==> src/rtl/dmem_arbiter.sv <==
// dmem_arbiter: shares the single-ported synchronous data memory between the
// CPU memory-access stage and the program/debug loader. One grant per cycle,
// CPU preferred, loader protected by a starvation counter and a lock mode.
//
// state  | meaning
// -------+-------------------------------------------------------------
// S_ARB  | normal arbitration, CPU wins ties unless loader is starved
// S_LOCK | loader owns the memory while LdLock=1, CPU is held off
module dmem_arbiter #(
    parameter int DMEM_SIZE  = 1024,
    parameter int STARVE_MAX = 4
) (
    input  logic                         CLK,
    input  logic                         RST,

    input  logic                         CpuReq,
    input  logic                         CpuWe,
    input  logic [31:0]                  CpuAddr,
    input  logic [31:0]                  CpuWdata,
    output logic                         CpuGnt,
    output logic                         CpuStall,
    output logic                         CpuRvalid,
    output logic [31:0]                  CpuRdata,
    output logic                         CpuErr,

    input  logic                         LdReq,
    input  logic                         LdWe,
    input  logic [31:0]                  LdAddr,
    input  logic [31:0]                  LdWdata,
    input  logic                         LdLock,
    output logic                         LdGnt,
    output logic                         LdRvalid,
    output logic [31:0]                  LdRdata,
    output logic                         LdErr,

    output logic                         MemEn,
    output logic                         MemWe,
    output logic [$clog2(DMEM_SIZE)-1:0] MemAddr,
    output logic [31:0]                  MemWdata,
    input  logic [31:0]                  MemRdata
);

    localparam int          AW         = $clog2(DMEM_SIZE);
    localparam logic [31:0] DEPTH      = 32'(DMEM_SIZE);
    localparam logic [3:0]  STARVE_LIM = 4'(STARVE_MAX);

    typedef enum logic {
        S_ARB  = 1'b0,
        S_LOCK = 1'b1
    } state_t;

    state_t     state, state_nxt;
    logic [3:0] starve_cnt, starve_cnt_nxt;

    logic       cpu_gnt, ld_gnt;
    logic       arb_mode;
    logic       cpu_in_range, ld_in_range;

    // response tracking: one in-flight memory read plus its owner (1 = loader)
    logic       rd_pend;
    logic       rd_owner;
    logic       cpu_oor_rd, ld_oor_rd;
    logic       cpu_err_q, ld_err_q;

    // address bits [1:0] are don't-care for word accesses
    logic       unused_addr_bits;
    assign unused_addr_bits = &{1'b0, CpuAddr[1:0], LdAddr[1:0]};

    // word index range check for both requesters
    always_comb begin
        cpu_in_range = {2'b00, CpuAddr[31:2]} < DEPTH;
        ld_in_range  = {2'b00, LdAddr[31:2]} < DEPTH;
    end

    // state and starvation counter registers
    always_ff @(posedge CLK or posedge RST) begin
        if (RST) begin
            state      <= S_ARB;
            starve_cnt <= 4'd0;
        end else begin
            state      <= state_nxt;
            starve_cnt <= starve_cnt_nxt;
        end
    end

    // grant decision, next state and starvation count; grants are held off
    // while reset is asserted so every output reads 0 during reset
    always_comb begin
        state_nxt      = state;
        cpu_gnt        = 1'b0;
        ld_gnt         = 1'b0;
        starve_cnt_nxt = 4'd0;
        // a lock cycle with LdLock dropped arbitrates exactly like S_ARB
        arb_mode       = (state == S_ARB) || !LdLock;

        if (!RST) begin
            if (!arb_mode) begin
                ld_gnt = LdReq;
            end else begin
                if (CpuReq && LdReq) begin
                    ld_gnt  = (starve_cnt == STARVE_LIM);
                    cpu_gnt = !ld_gnt;
                end else begin
                    cpu_gnt = CpuReq;
                    ld_gnt  = LdReq;
                end
                state_nxt = (ld_gnt && LdLock) ? S_LOCK : S_ARB;
            end

            if (LdReq && !ld_gnt) begin
                starve_cnt_nxt = (starve_cnt >= STARVE_LIM) ? STARVE_LIM
                                                            : starve_cnt + 4'd1;
            end
        end
    end

    // memory port: driven straight from the granted requester, idle is all 0
    always_comb begin
        MemEn    = 1'b0;
        MemWe    = 1'b0;
        MemAddr  = '0;
        MemWdata = '0;
        if (cpu_gnt && cpu_in_range) begin
            MemEn    = 1'b1;
            MemWe    = CpuWe;
            MemAddr  = CpuAddr[AW+1:2];
            MemWdata = CpuWdata;
        end else if (ld_gnt && ld_in_range) begin
            MemEn    = 1'b1;
            MemWe    = LdWe;
            MemAddr  = LdAddr[AW+1:2];
            MemWdata = LdWdata;
        end
    end

    // record who owns the next-cycle response and any out-of-range error
    always_ff @(posedge CLK or posedge RST) begin
        if (RST) begin
            rd_pend    <= 1'b0;
            rd_owner   <= 1'b0;
            cpu_oor_rd <= 1'b0;
            ld_oor_rd  <= 1'b0;
            cpu_err_q  <= 1'b0;
            ld_err_q   <= 1'b0;
        end else begin
            rd_pend    <= (cpu_gnt && cpu_in_range && !CpuWe) ||
                          (ld_gnt && ld_in_range && !LdWe);
            rd_owner   <= ld_gnt;
            cpu_oor_rd <= cpu_gnt && !cpu_in_range && !CpuWe;
            ld_oor_rd  <= ld_gnt && !ld_in_range && !LdWe;
            cpu_err_q  <= cpu_gnt && !cpu_in_range;
            ld_err_q   <= ld_gnt && !ld_in_range;
        end
    end

    // response routing; read data comes from the memory's own output register
    always_comb begin
        CpuGnt    = cpu_gnt;
        LdGnt     = ld_gnt;
        CpuStall  = CpuReq && !cpu_gnt && !RST;
        CpuRvalid = (rd_pend && !rd_owner) || cpu_oor_rd;
        LdRvalid  = (rd_pend && rd_owner) || ld_oor_rd;
        CpuRdata  = (rd_pend && !rd_owner) ? MemRdata : 32'd0;
        LdRdata   = (rd_pend && rd_owner) ? MemRdata : 32'd0;
        CpuErr    = cpu_err_q;
        LdErr     = ld_err_q;
    end

    a_one_grant: assert property (@(posedge CLK) disable iff (RST) !(cpu_gnt && ld_gnt));

endmodule
==> config.mk <==
export PLATFORM = sky130hd
export DESIGN_NAME = dmem_arbiter
export DESIGN_NICKNAME = d
export VERILOG_FILES = /design/src/rtl/dmem_arbiter.sv
export SDC_FILE = /design/constraint.sdc
export NUM_CORES = 1
export LEC_CHECK = 0
export CAP_MARGIN = 10
export CORE_AREA = 2 2 110 112
export DETAILED_ROUTE_END_ITERATION = 8
export DIE_AREA = 0 0 112 114
export DONT_BUFFER_PORTS = 1
export GPL_ROUTABILITY_DRIVEN = 0
export PLACE_DENSITY = 0.36
export SETUP_SLACK_MARGIN = 0.4
export SYNTH_ARGS = -nofsm -noshare
export SYNTH_HDL_FRONTEND = slang
export SYNTH_SLANG_ARGS = --single-unit
==> constraint.sdc <==
create_clock -name CLK -period 2.4 [get_ports CLK]
set_input_delay 0.6 -clock CLK [delete_from_list [all_inputs] [get_ports CLK]]
set_output_delay 0.6 -clock CLK [all_outputs]
set_load 0.005 [all_outputs]
# == Word level (Yosys, flattened, before mapping) ==
# Index checks and enable logic that the tools add are counted.
# totals
out_inout_bits,115
elab_cells,68
register_bits,11
# classes
mux,23
reduce_logical,30
n_bitwise,2
magnitude_cmp,3
eq_ne,1
add_sub_neg,1
# op_table
cell,n
two-way mux 32 bit,4
less-than comparator 30 x 11 -> 1 bit (second input constant),2
two-way mux 10 bit,2
logical AND 1 bit,15
two-way mux 1 bit,14
two-way mux 4 bit,3
zero test 1 bit,10
adder 4 x 1 -> 4 bit (second input constant),1
equality test 4 x 3 -> 1 bit (second input constant),1
>= comparator 4 x 3 -> 1 bit (second input constant),1
logical OR 1 bit,4
NOT 1 bit,2
AND reduction 2 bit,1

# == Logic depth before layout (Yosys ltp) ==
# Gate-level depths: netlist (run 1).
# logic_depth
ltp_word,10
ltp_mapped,8

# == Least setup slack after synthesis (run 1) ==
# Ideal clock, no wire load.
# synth_timing
path_kind,input to output
startpoint,input RST
endpoint,output MemAddr[0]
slack_ps,109
required_time_ps,1800
t_arrival_ps,1691
path_stages,6
cell_sequence,inv_1 > o2111a_1 > buf_4 > buf_6 > nand3_2 > o22ai_2
# synth_via
elab_chain_cells,4
word_cells_on_any_way,6
cone_classes,4 x mux; 2 x reduce/logical
# synth_rtl
element,line,source
"start, declared",14,"input logic RST,"
two-way mux 1 bit,96,if (!RST) begin
logical AND 1 bit,128,end else if (ld_gnt && ld_in_range) begin
two-way mux 10 bit,128,
two-way mux 10 bit (*),123,if (cpu_gnt && cpu_in_range) begin
"end, declared",38,"output logic [$clog2(DMEM_SIZE)-1:0] MemAddr,"
# Mark *: on every way between the ends. The rest lies on a longest branch, timed or not.

# == Final worst setup path (run 1) ==
# layout_timing
startpoint,register starve_cnt[0]
endpoint,output MemWdata[4]
# layout_via
elab_chain_cells,10
word_cells_on_any_way,15
cone_classes,1 x eq/ne; 11 x mux; 3 x reduce/logical
# layout_rtl
element,line,source
"start, declared",53,"logic [3:0] starve_cnt, starve_cnt_nxt;"
"start signal, assigned",82,starve_cnt <= starve_cnt_nxt;
equality test 4 x 3 -> 1 bit (*),101,ld_gnt = (starve_cnt == STARVE_LIM);
two-way mux 1 bit,100,if (CpuReq && LdReq) begin
two-way mux 1 bit,97,if (!arb_mode) begin
two-way mux 1 bit,96,
two-way mux 1 bit,97,
two-way mux 1 bit (2 in series),96,
logical AND 1 bit,128,
two-way mux 32 bit,128,
two-way mux 32 bit (*),123,
"end, declared",39,"output logic [31:0] MemWdata,"
# Mark *: on every way between the ends. The rest lies on a longest branch, timed or not. The select of a mux whose other input is x is not followed.

==> metrics.txt, run 1 <==
Max Used Layer=met4; post-synthesis mux area share=0%; CP max stage delay=0.38 ns; hold_buf cts=0; Ant. Diodes=0; Post-synth ARST share=100%; Max stage delay cell, worst path=dfrtp_1; Hold Vio Cnt, Final=0; post-DP HPWL=6.94 mm; initial drt markers=148; die span in x=112 um; Max FO, Critical Path=6; failing checks=negative setup slack; Site Rows=40; leading area contributor after synthesis=o22ai_2; Yosys warnings=0; outcome=complete, but fails checks; Port-buffer cells=0; worst skew pair latency=0.24 ns; critical path class=reg -> out; fillers=approximately 1200; TritonCTS Buffers=3; drt first pass iters=4; Tmin final=2.41 ns; # DRC=0; WP data required=1.80 ns; worst-path cell chain=inv_2, ha_4, nand3b_4, o2111a_2, buf_12, buf_12, buf_12, nand3_2, o22ai_2; worst hold path class=in -> async; Final Max Tran Viols=0; final worst-path cycle share=100%; vias in the first global route=2687; final setup fails=1; WL/cell=23.0 um; Crit. End Element=output pin; largest net degree at the start of global routing=48; DIE HEIGHT=114 um; io pins=282; Pleak=between 1 and 1.5 nW; gr usage total=14.2%; clk_skew=between 0.002 and 0.003 ns; CTS root buf=clkbuf_16; layout cells sized above 1=51.8%; PwrDens=between 200 and 250 mW/mm^2; Data arrival, critical path=1.81 ns; via count=2607; unrepaired setup endpoints after global routing=true; global-route wire length before repair=14.5 mm; synth unique cells=37; Core ar.=0.0117 sq mm; Placed Area=0.00281 sq mm; fmax=between 0.4 and 0.5 GHz; final antenna-violating net count=0; Final Worst Setup Slack=-0.00660 ns; Simple-Gate Fraction of Synth Area=54.4%; synthesized instance count=296; CP most frequent cell=buf_12; number of flops mapped to enable cells by yosys=0; die area=0.0128 sq mm; fin area=0.00346 sq mm; met2 WL=5.84 mm; Initial Utilization=21.7%; CP Launch Type=flip-flop; register area share after synthesis=10.8%; GRT overflow=0; Main synth FF type=dfrtp_1; synthesized-area fraction occupied by adder cells=0.983%; Final Core Density=between 20% and 30%; initial antenna violation count=0; Syn Nets=465; XOR/XNOR share of the synthesized area=0%; Hold WS=0.255 ns; Max-Cap Viols=0; nets@finish=473; worst ir drop on vdd=180 uV; met3 WL post-DR=852 um; Syn-to-layout area delta=35.8%; clk buf depth=2; post-synthesis register bit count=11; syn_area_per_cell=8.60 sq um; drt via density=5.79; clk slew on worst S/H paths=around 0.040 ns; H-tree depth=1; TritonCTS clock tree=yes; setup_tns=-0.00660 ns; synth top area cells=o22ai_2, nand3_2, dfrtp_1; CTS sink cnt=11; Synth Area in Compound Gates=22.9%; Post-Syn Area=0.00255 sq mm; largest family of logic cells by synthesized area=simple AND/OR/NAND/NOR gates; M1 WL=3.59 mm; share of the synthesized area in the top cell type=about a fifth; final wirelength=10.4 mm
## routing by layer
metal | vias to the layer above | global-route usage, %
li1 | 1165 | -
met1 | 1258 | 15.1
met2 | 178 | 28.9
met3 | 6 | 2.39
met4 | 0 | 3.25
met5 | - | 0
## metrics by stage
| stage | std cells | total power, W | setup slack [ns] |
|---|---|---|---|
| finish | 450 | 0.000803 | -0.00660 |
| floorplan | 296 | 0.000320 | 0.303 |
| global route | 450 | 0.000842 | -0.0723 |
| detailed placement | 420 | 0.000357 | 0.109 |
| CTS | 444 | 0.000775 | -0.0351 |
| global placement | 420 | 0.000357 | 0.134 |
## worst max-delay path: cells and delay by family (launching register included)
family                   cells  cell delay [ns]
buffers and inverters        4             0.51
AND/OR/NAND/NOR              2             0.14
adder cells (fa/ha/maj)      1             0.13
AO/OA/AOI/OAI                2             0.39
flip-flops                   1             0.38
## worst paths after layout
path                                          from                   end  slack (ns)  depth (start not counted)
min in group CLK                             CpuWe  cpu_oor_rd$_DFF_PP0_        0.42                          1
setup reg to reg           starve_cnt[0]$_DFF_PP0_  cpu_oor_rd$_DFF_PP0_        0.52                         10
max in group asynchronous                      RST     rd_pend$_DFF_PP0_        1.98                          2
setup / recovery           starve_cnt[0]$_DFF_PP0_           MemWdata[4]      -0.007                          9
hold / removal                                 RST     state$_DFFE_PP0P_        0.25                          2
hold reg to reg                  state$_DFFE_PP0P_     state$_DFFE_PP0P_        0.50                          1
## report_power, final
part	internal [W]	switching [W]
sequential	0.000194	0.00000497
clock	0.000223	0.0000825
combinational	0.000154	0.000144
total	0.000571	0.000232
## repair_timing
action,CTS,global route
setup endpoints to repair,47,48
resized for setup,27,10
gates cloned,6,3
setup buffers,14,3
pin swaps,62,20
hold endpoints to repair,0,0
## cells in the mapped netlist (2+ instances only)
| cell type | n |
|---|---|
| ha_1 | 2 |
| dfrtp_1 | 11 |
| and2_1 | 34 |
| nand2_1 | 5 |
| a21oi_1 | 2 |
| clkbuf_1 | 16 |
| buf_4 | 3 |
| nor3_1 | 2 |
| nand3_2 | 39 |
| nor2b_1 | 2 |
| nand3_1 | 6 |
| and3_1 | 32 |
| inv_1 | 5 |
| buf_6 | 10 |
| o22ai_2 | 40 |
| nand4_1 | 43 |
| buf_2 | 11 |
| o22ai_1 | 5 |
| nor2_1 | 2 |
| nor4_2 | 9 |
## state kept, by name (all words and copies together) (netlist names)
signal,count
CpuErr,1
cpu_oor_rd,1
state,1
rd_owner,1
rd_pend,1
LdErr,1
ld_oor_rd,1
starve_cnt,4
## cell usage in the layout, fill, tap and decap left out, drive strengths merged
master	netlist	routed
nand4	45	45
inv	6	5
o21a	1	1
nor4	11	11
and3	32	32
clkbuf	16	6
or4	1	1
a21oi	2	2
o22ai	45	45
o22a	1	1
nand4b	1	1
nand2	6	6
nor3	2	2
nor2	3	3
clkinvlp	0	1
a21o	1	1
and2	34	34
or2	1	1
nand3	45	45
ha	2	2
dfrtp	11	11
a211oi	1	1
nor2b	2	2
nand3b	1	1
o2111a	1	1
conb	1	1
buf	24	41
## logic make-up (layout without fill, tap and decap cells)
logic type               count (synthesis)  after routing
adder cells (fa/ha/maj)                  2              2
buffers and inverters                   46             53
AND/OR/NAND/NOR                        184            184
AO/OA/AOI/OAI                           52             52
other                                    1              1
flip-flops                              11             11
## cell type report
cell class	instances	area [sq um]	share of cell area, %
repair buffers	43	686	19.8
inverters	6	28.8	0.832
multi-input cells	239	2200	63.8
well taps	147	184	5.32
clock buffers	4	78.8	2.28
flip-flops and latches	11	275	7.96
Note: power is estimated with default switching activity, not from simulation.
==> inputs of run 2 (changes only) <==
--- a/config.mk
+++ b/config.mk
@@ -6,12 +6,13 @@
 export NUM_CORES = 1
 export LEC_CHECK = 0
 export CAP_MARGIN = 10
-export CORE_AREA = 2 2 110 112
+export CORE_AREA = 2 2 111 113
 export DETAILED_ROUTE_END_ITERATION = 8
-export DIE_AREA = 0 0 112 114
+export DIE_AREA = 0 0 113 115
 export DONT_BUFFER_PORTS = 1
 export GPL_ROUTABILITY_DRIVEN = 0
-export PLACE_DENSITY = 0.36
+export MAX_ROUTING_LAYER = met4
+export PLACE_DENSITY = 0.32
 export SETUP_SLACK_MARGIN = 0.4
 export SYNTH_ARGS = -nofsm -noshare
 export SYNTH_HDL_FRONTEND = slang
==> run 2 against run 1 <==
Effect of this change: the flow finishes with violations (design-rule violations); register-to-register slack better by 0.06 ns; clock skew is 0.0015 ns lower; cell area is 10% lower; cell count is 4.2% lower; routed wire length is 4.1% lower; utilization is 3.3 points lower; first-iteration DRC count is 14% lower; sequential power hardly changed; worst setup slack better by 0.088 ns; combinational power is 31% lower; sequential share of layout area is 0.93 points higher; largest power group unchanged; highest routed layer unchanged.
==> metrics.txt, run 2 (same netlist as run 1, synthesis figures left out) <==
H-tree depth=1 (unchanged); R2R Path Start=starve_cnt[1]$_DFF_PP0_ (was starve_cnt[0]$_DFF_PP0_); clk slew on worst S/H paths=0.04 ns (about the same); vias in the first global route=2474 (was 2687); gr usage total=13.2% (was 14.2%); most common cell after layout, fill and taps aside=nand4_1 (unchanged); via count=2549 (was 2607); io pins=282 (unchanged); overall power=0.000700 W (was 0.000803 W); final setup fails=0 (was 1); die span in x=113 um (was 112 um); worst skew pair latency=0.23 ns (was 0.24 ns); TritonCTS clock tree=yes (unchanged); final antenna-violating net count=0 (unchanged); reg-to-reg critical path endpoint=cpu_oor_rd$_DFF_PP0_ (unchanged); critical path depth=8 (was 9); Top reg by flops=starve_cnt (unchanged); Data arrival, critical path=1.72 ns (was 1.81 ns); clk buf depth=2 (unchanged); Max FO, Critical Path=6 (unchanged); outcome=complete, but fails checks (unchanged); most frequent cells in the layout=nand4_1, o22ai_2, nand3_2 (unchanged); fmax=0.431 GHz (was 0.416 GHz); FF+latch area=275 sq um (unchanged); Site Rows=40 (unchanged); Pleak=0.873 nW (was 1.03 nW); Hold WS=0.257 ns (was 0.255 ns); Tmin final=2.32 ns (was 2.41 ns); clk_skew=0.00125 ns (was 0.00279 ns); CTS root buf=clkbuf_16 (unchanged); Port-buffer cells=0 (unchanged); Crit. End Element=output pin (unchanged); DIE HEIGHT=115 um (was 114 um); Syn-to-layout area delta=21.6% (was 35.8%); Initial Utilization=21.6% (was 21.7%); failing checks=design-rule violations (was negative setup slack); CTS sink cnt=11 (unchanged); GRT overflow=0 (unchanged); layout cells sized above 1=46.8% (was 51.8%); multi-input logic area=0.00216 sq mm (was 0.00220 sq mm); CP Launch Type=flip-flop (unchanged); Max stage delay cell, worst path=dfrtp_1 (unchanged); Core ar.=0.0118 sq mm (was 0.0117 sq mm); worst-path cell chain=inv_2, ha_4, nand3b_4, o2111a_2, buf_12, buf_16, nand3_4, o22ai_4 (was inv_2, ha_4, nand3b_4, o2111a_2, buf_12, buf_12, buf_12, nand3_2, o22ai_2); drt first pass iters=8 (was 4); critical path class=reg -> out (unchanged); die area=0.0130 sq mm (was 0.0128 sq mm); fillers=1245 (was 1219); # DRC=18 (was 0); Hold Vio Cnt, Final=0 (unchanged); Largest register FFs=4 (unchanged); TritonCTS Buffers=3 (unchanged); drt via density=5.91 (was 5.79); Final Max Tran Viols=0 (unchanged); worst reg-to-reg setup slack=0.58 ns (was 0.52 ns); R2R depth=9 (was 10); post-DP HPWL=6.72 mm (was 6.94 mm); largest net degree at the start of global routing=49 (was 48); worst ir drop on vdd=154 uV (was 180 uV); unrepaired setup endpoints after global routing=true (unchanged); Buf+Inv Stages, Crit Path=3 (was 4); worst hold path class=in -> async (unchanged); final worst-path cycle share=96.6% (was 100%); PwrDens=226 mW/mm^2 (was 232 mW/mm^2); WP data required=1.80 ns (about the same); nets@finish=454 (was 473); CP top delay family=compound AO/OA/AOI/OAI gates (was buffers and inverters); Ant. Diodes=0 (unchanged); CP max stage delay=0.35 ns (was 0.38 ns); Critical path destination=MemWdata[5] (was MemWdata[4]); CP Launch Point=starve_cnt[0]$_DFF_PP0_ (unchanged); initial drt markers=127 (was 148); final wirelength=9.94 mm (was 10.4 mm); WL/cell=23.1 um (was 23.0 um); initial antenna violation count=0 (unchanged); Max-Cap Viols=0 (unchanged); global-route wire length before repair=13.4 mm (was 14.5 mm)
==> run 2: changes by cell type in the layout (fill, tap and decap cells not counted), moves of 2 or more <==
cell     previous run  this run
buf_6               6         1
buf_8               3         1
nand3_4             5         2
nand3_1             2         6
buf_16              6         3
buf_4              13        10
buf_12             13         8
==> run 2: layer usage <==
metal	vias to the layer above	GRT usage, %	part of all wire (%)
met5	-	-	0
met4	0	1.95	0.46
met3	4	1.42	7.8
met2	193	25.7	54
met1	1228	14.9	38
li1	1124	-	-
==> run 2: area by class of cell <==
class	count	share of cell area, %
clock buffer	4	2.55
inverter	6	0.849
multi-input combinational	239	69.8
sequential	11	8.89
tap	147	5.94
timing repair buffer	24	11.9
==> run 2: repair_timing <==
item | in CTS | in global routing
hold buffers | 0 | 0
gates cloned | 3 | 2
resized for setup | 6 | 10
endpoints found under the setup margin | 47 | 47
pin swaps | 11 | 9
setup buffers | 5 | 2
==> run 2: stage by stage <==
step           setup TNS [ns]  utilization [%]  instance area [sq um]  std cells  setup WS, ns
2_1_floorplan               0                -                   2690        296         0.303
3_3_place_gp                0             23.3                   2760        415         0.194
3_5_place_dp                0             23.3                   2760        415         0.206
4_1_cts                     0             25.2                   2980        427        0.0585
5_1_grt               -0.0142             26.2                   3100        431       -0.0142
6_report                    0             26.2                   3100        431        0.0816
==> run 2: worst reg2reg max path: stages, from the launching register on <==
cell and delay, ns:
dfrtp_1 0.38, inv_2 0.07, ha_4 0.14, nand3b_4 0.09, o2111a_2 0.33, buf_12 0.17, buf_16 0.16, buf_4 0.15
o21a_1 0.11, nor2b_1 0.12
==> run 2: how the worst min path moves through the flow <==
stage	to	slack (ns)	cells past startpoint
after global placement	state$_DFFE_PP0P_	0.48	1
after global routing	state$_DFFE_PP0P_	0.27	2
after floorplan	CpuErr$_DFF_PP0_	0.41	1
after CTS	ld_oor_rd$_DFF_PP0_	0.26	2
final	starve_cnt[3]$_DFF_PP0_	0.26	2
after detailed placement	state$_DFFE_PP0P_	0.48	1
==> run 2: where the power goes <==
| group | internal (W) | total, W | switching, W | leakage, nW |
|---|---|---|---|---|
| Combinational | 0.0000847 | 0.000206 | 0.000121 | 0.688 |
| Clock | 0.000222 | 0.000295 | 0.0000730 | 0.0382 |
| Sequential | 0.000194 | 0.000199 | 0.00000487 | 0.147 |
==> inputs of run 3 (changes only) <==
--- a/config.mk
+++ b/config.mk
@@ -7,6 +7,7 @@
 export LEC_CHECK = 0
 export CAP_MARGIN = 10
 export CORE_AREA = 2 2 111 113
+export CTS_CLUSTER_DIAMETER = 40
 export DETAILED_ROUTE_END_ITERATION = 8
 export DIE_AREA = 0 0 113 115
 export DONT_BUFFER_PORTS = 1
==> results of run 3 <==
Same layout as run 2: the final DEF is identical, and so are final timing and power.
